`config.mk`:
```
export PLATFORM = sky130hd
export DESIGN_NAME = instr_fetch_queue
export DESIGN_NICKNAME = d
export VERILOG_FILES = /design/src/rtl/instr_fetch_queue.sv
export SDC_FILE = /design/constraint.sdc
export NUM_CORES = 1
export LEC_CHECK = 0
export CORE_MARGIN = 2
export CORE_UTILIZATION = 30
export CTS_CLUSTER_DIAMETER = 150
export DETAILED_ROUTE_END_ITERATION = 16
export HOLD_SLACK_MARGIN = 0.08
export PLACE_DENSITY = 0.57
export SLEW_MARGIN = 20
export SYNTH_ARGS = -nofsm -noshare
export SYNTH_HDL_FRONTEND = slang
export SYNTH_SLANG_ARGS = --single-unit
```
`constraint.sdc`:
```
create_clock -name clk -period 6.51 [get_ports clk]
set_input_delay 0.651 -clock clk [delete_from_list [all_inputs] [get_ports clk]]
set_output_delay 0.651 -clock clk [all_outputs]
set_load 0.02 [all_outputs]
```
`src/rtl/instr_fetch_queue.sv`:
```
`default_nettype none
// ============================================================================
// Module   : instr_fetch_queue
// Purpose  : Sequential fetch-address generator, credit-limited imem request
//            issue, in-order response FIFO and flush-driven stale-drop logic.
// Revision : 1.0 - initial release
// ============================================================================
module instr_fetch_queue #(
    parameter int unsigned DEPTH    = 4,
    parameter logic [31:0] RESET_PC = 32'h0000_0000,
    parameter int unsigned PC_STEP  = 4
) (
    input  logic                       clk,
    input  logic                       reset,
    input  logic                       flush,
    input  logic [31:0]                flush_pc,
    output logic                       imem_req_valid,
    input  logic                       imem_req_ready,
    output logic [31:0]                imem_req_addr,
    input  logic                       imem_rsp_valid,
    input  logic [31:0]                imem_rsp_data,
    output logic                       instr_valid,
    input  logic                       instr_ready,
    output logic [31:0]                instr_out,
    output logic [31:0]                instr_pc,
    output logic [31:0]                fetch_pc,
    output logic [$clog2(DEPTH+1)-1:0] occupancy
);
    localparam int              CW        = $clog2(DEPTH + 1);
    localparam int              PW        = $clog2(DEPTH);
    localparam logic [CW:0]     c_DEPTH   = (CW + 1)'(DEPTH);
    localparam logic [CW-1:0]   c_CNT_ONE = CW'(1);
    localparam logic [PW-1:0]   c_PTR_ONE = PW'(1);
    localparam logic [31:0]     c_STEP    = 32'(PC_STEP);

    logic [31:0]   fetch_pc_q, fetch_pc_d;
    logic [CW-1:0] occ_q, occ_d;
    logic [CW-1:0] inflight_q, inflight_d;
    logic [CW-1:0] drop_cnt_q, drop_cnt_d;
    logic [PW-1:0] rd_ptr_q, rd_ptr_d;
    logic [PW-1:0] wr_ptr_q, wr_ptr_d;
    logic [PW-1:0] tag_rd_q, tag_rd_d;
    logic [PW-1:0] tag_wr_q, tag_wr_d;

    logic [31:0]   data_mem_q [DEPTH];
    logic [31:0]   pc_mem_q   [DEPTH];
    logic [31:0]   tag_mem_q  [DEPTH];

    logic w_credit;
    logic w_accept;
    logic w_rsp;
    logic w_keep;
    logic w_pop;
    logic w_not_empty;

    always_comb begin
        w_credit       = (({1'b0, occ_q} + {1'b0, inflight_q}) < c_DEPTH);
        imem_req_valid = reset && !flush && w_credit;
        w_accept       = imem_req_valid && imem_req_ready;
        // A response with nothing outstanding is a protocol error: ignore it.
        w_rsp          = imem_rsp_valid && (inflight_q != '0);
        w_keep         = w_rsp && !flush && (drop_cnt_q == '0);
        w_not_empty    = (occ_q != '0);
        instr_valid    = reset && !flush && w_not_empty;
        w_pop          = instr_valid && instr_ready;
        imem_req_addr  = fetch_pc_q;
        fetch_pc       = fetch_pc_q;
        occupancy      = occ_q;
        instr_out      = w_not_empty ? data_mem_q[rd_ptr_q] : 32'h0;
        instr_pc       = w_not_empty ? pc_mem_q[rd_ptr_q]   : 32'h0;
    end

    always_comb begin
        fetch_pc_d = fetch_pc_q;
        occ_d      = occ_q;
        inflight_d = inflight_q;
        drop_cnt_d = drop_cnt_q;
        rd_ptr_d   = rd_ptr_q;
        wr_ptr_d   = wr_ptr_q;
        tag_rd_d   = w_rsp    ? tag_rd_q + c_PTR_ONE : tag_rd_q;
        tag_wr_d   = w_accept ? tag_wr_q + c_PTR_ONE : tag_wr_q;

        case ({w_accept, w_rsp})
            2'b10:   inflight_d = inflight_q + c_CNT_ONE;
            2'b01:   inflight_d = inflight_q - c_CNT_ONE;
            default: inflight_d = inflight_q;
        endcase

        if (flush) begin
            // Everything still outstanding is stale; the tag FIFO keeps its
            // entries so those responses retire through it normally.
            fetch_pc_d = flush_pc;
            occ_d      = '0;
            rd_ptr_d   = '0;
            wr_ptr_d   = '0;
            drop_cnt_d = w_rsp ? inflight_q - c_CNT_ONE : inflight_q;
        end else begin
            if (w_accept) begin
                fetch_pc_d = fetch_pc_q + c_STEP;
            end
            if (w_rsp && (drop_cnt_q != '0)) begin
                drop_cnt_d = drop_cnt_q - c_CNT_ONE;
            end
            if (w_keep) begin
                wr_ptr_d = wr_ptr_q + c_PTR_ONE;
            end
            if (w_pop) begin
                rd_ptr_d = rd_ptr_q + c_PTR_ONE;
            end
            case ({w_keep, w_pop})
                2'b10:   occ_d = occ_q + c_CNT_ONE;
                2'b01:   occ_d = occ_q - c_CNT_ONE;
                default: occ_d = occ_q;
            endcase
        end
    end

    always_ff @(posedge clk or negedge reset) begin
        if (!reset) begin
            fetch_pc_q <= RESET_PC;
            occ_q      <= '0;
            inflight_q <= '0;
            drop_cnt_q <= '0;
            rd_ptr_q   <= '0;
            wr_ptr_q   <= '0;
            tag_rd_q   <= '0;
            tag_wr_q   <= '0;
        end else begin
            fetch_pc_q <= fetch_pc_d;
            occ_q      <= occ_d;
            inflight_q <= inflight_d;
            drop_cnt_q <= drop_cnt_d;
            rd_ptr_q   <= rd_ptr_d;
            wr_ptr_q   <= wr_ptr_d;
            tag_rd_q   <= tag_rd_d;
            tag_wr_q   <= tag_wr_d;
        end
    end

    // Storage arrays need no reset: every read is qualified by occupancy.
    always_ff @(posedge clk) begin
        if (w_accept) begin
            tag_mem_q[tag_wr_q] <= fetch_pc_q;
        end
        if (w_keep) begin
            data_mem_q[wr_ptr_q] <= imem_rsp_data;
            pc_mem_q[wr_ptr_q]   <= tag_mem_q[tag_rd_q];
        end
    end

endmodule
`default_nettype wire

```
==> impl_metrics.yaml <==
clocking:
  cts-buffers-inserted: 47
  post_cts_resize_count: 0
  cts_setup_buffers: 0
  cts_hold_buffers: 0
  cts.clk_slew.worst_paths_ps: 60
  cts-root-buf: "clkbuf_16"
  cts_num_sinks: 433
  cts_tree: "done"
  clockBufferDepth: 3
  htreeDepth: 2
  clk_latency_ps: 570
grt:
  grt_pass1_vias: 9808
  grt_pass1_wl_um: 63200
  grtUsageTotal: 0.141
  grt_overflow: 0
  grt_max_degree: 68
  grt_antenna_before_repair: 0
logic_synthesis:
  ys_ff_latch: 433
  syn_area_per_cell_um2: 18.5
  synth_fa_ha_area_frac: 0.0132
  async_flop_share: 0.113
  synth.net_count: 1043
  syn-instance-count: 955
  synth_top_family_by_area: "multiplexers"
  ys.flop_type: "edfxtp_1"
  yosysWarningCount: 0
  synth_edf_count: 384
  synth_mux_area_frac: 0.130
  synth.most_common_cell: "edfxtp_1"
  syn_area_mm2: 0.0177
  synthTopCellsByArea: "edfxtp_1 (65%), mux4_2 (12%), dfrtp_1 (6.9%)"
  synth_compound_area_frac: 0.0271
  synth_cell_types: 57
  synth_area_leader_cell: "edfxtp_1"
  synth_seq_area_share: 0.722
  synth_simple_gate_area_frac: 0.0718
  synth_xor_area_frac: 0.00545
  synth_top_cell_area_share: 0.653
  synth_commonest_cells: "edfxtp_1 (384), mux4_2 (96), and2_1 (72), dfrtp_1 (49), nand2_1 (35)"
drt:
  drtAntennaViolNets: 0
  drc: 0
  vias: 9310
  drt-wirelength-per-cell_um: 21.7
  wl_um: 42300
  drtIter0Drc: 676
  vias_per_cell: 4.79
  dr.pass1.iters: 5
cells_and_area:
  multi_input_area_mm2: 0.00441
  drive_gt1_frac: 0.177
  nFillCells: 5433
  diodes: 0
  utilization: 0.377
  final_nets: 1229
  regArea_mm2: 0.0128
  syn2layout_area_growth_pct: 23.7
critical_path:
  crit_type: "reg -> out"
  crit_family: "buffers and inverters"
  worst-endpoint-required_ps: 5860
  slowest_delay_ps: 790
  critical_path_buf_inv_count: 2
  cp.depth: 4
  r2r_cells: 8
  crit_slowest_cell: "dfrtp_4"
  startpoint_type: "flip-flop"
  critPathMaxFanout: 23
  crit_chain: "buf_4 -> mux4_2 -> and2_1 -> clkdlybuf4s50_1"
  crit_arrival_ps: 3270
  cp-end-kind: "output pin"
floorplanning:
  die_w_um: 247
  coreArea_mm2: 0.0579
  die_h_um: 247
  dieArea_mm2: 0.0608
  ios: 203
  core.rowCount: 88
  initial_core_util: 0.305
timing:
  period_minus_slack_ps: 3920
  clock.fmax_ghz: 0.255
  worst_pin_slew_ps: 1050
  slew_violations: 0
  finalSetupTns_ps: 0
  skew_ps: 18.2
  slew_headroom: 0.297
  hold_violations: 0
  rsz0062_at_grt: "no"
  finalCritPeriodShare: 0.602
  finalSetupViolCount: 0
pwr:
  finalPower_mw: 7.56
  peakVddDrop_uv: 175
  p_per_area_mw_per_mm2: 346
  p_leak_nw: 7.04
place:
  hpwl_um: 25900
  io_buffer_count: 202
  routabilityCongestion: 0.766
outcome:
  status: "finished, final reports clean"
worst_hold_path:
  min_path_type: "in -> async"
flow_run:
  cap_violations: 0
[metrics by stage]
step                      area (um2)  setup WS [ps]  instances  hold slack (ps)
after global routing           21800           2380       1944              252
after floorplan                17700           3050        955              355
after global placement         20300           2480       1857              533
after detailed placement       20300           2360       1857              528
after CTS                      21800           2470       1944              218
final                          21800           2590       1944              210
[cells by family after synthesis]
kind of cell,Yosys count
multiplexers,109
AND/OR/NAND/NOR,214
XOR/XNOR,11
adder cells (fa/ha/maj),18
flip-flops,433
buffers and inverters,102
AO/OA/AOI/OAI,68
[power breakdown]
group	leakage, nW	internal [mW]	switching, mW	total [mW]
Clock	0.731	1.56	1.07	2.63
Combinational	2.26	0.659	0.744	1.40
Sequential	4.05	3.31	0.207	3.52
Total	7.04	5.54	2.02	7.56
[metal layers]
| metal | global-route usage | part of all wire | vias up |
|---|---|---|---|
| li1 | - | - | 4155 |
| met1 | 0.189 | 0.44 | 4821 |
| met2 | 0.227 | 0.48 | 269 |
| met3 | 0.0297 | 0.056 | 65 |
| met4 | 0.0470 | 0.027 | 0 |
| met5 | 0 | 0 | - |
[final timing paths]
| path | start | to | slack, ps |
|---|---|---|---|
| min | reset | fetch_pc[18] | 210 |
| min in group clk | inflight_q[0] | inflight_q[0] | 540 |
| min reg2reg | inflight_q[0] | inflight_q[0] | 540 |
| max in group asynchronous | reset | rd_ptr_q[0] | 5740 |
| max reg2reg | inflight_q[2] | inflight_q[2] | 2980 |
| max | rd_ptr_q[0] | instr_pc[9] | 2590 |
[flip-flops by register name (all words and copies together) (netlist names)]
register	flops
tag_wr_q	2
rd_ptr_q	2
tag_mem_q	128
occupancy	3
wr_ptr_q	2
drop_cnt_q	3
data_mem_q	128
fetch_pc	32
inflight_q	3
pc_mem_q	128
tag_rd_q	2
[cell type report]
type	instances	share of cell area
timing repair buffer	216	0.0969
sequential	433	0.584
inverter	23	0.00395
clock inverter	20	0.0112
clock buffer	67	0.0582
tap	765	0.0438
multi-input combinational	420	0.202
[placed cells by master, fill, tap and decap left out, drive strengths merged, types with 8 or more instances in the layout]
cell type        n
dfrtp           49
nand3           19
clkinv          12
o211ai          15
nor2            16
clkbuf          67
edfxtp         384
or4             13
inv             24
o21ai           13
ha              17
nor4             8
and4             8
and2            72
buf             16
nand2           35
mux2            10
mux4            96
nand4           13
clkdlybuf4s50  200
Note: power is estimated with default switching activity, not from simulation.
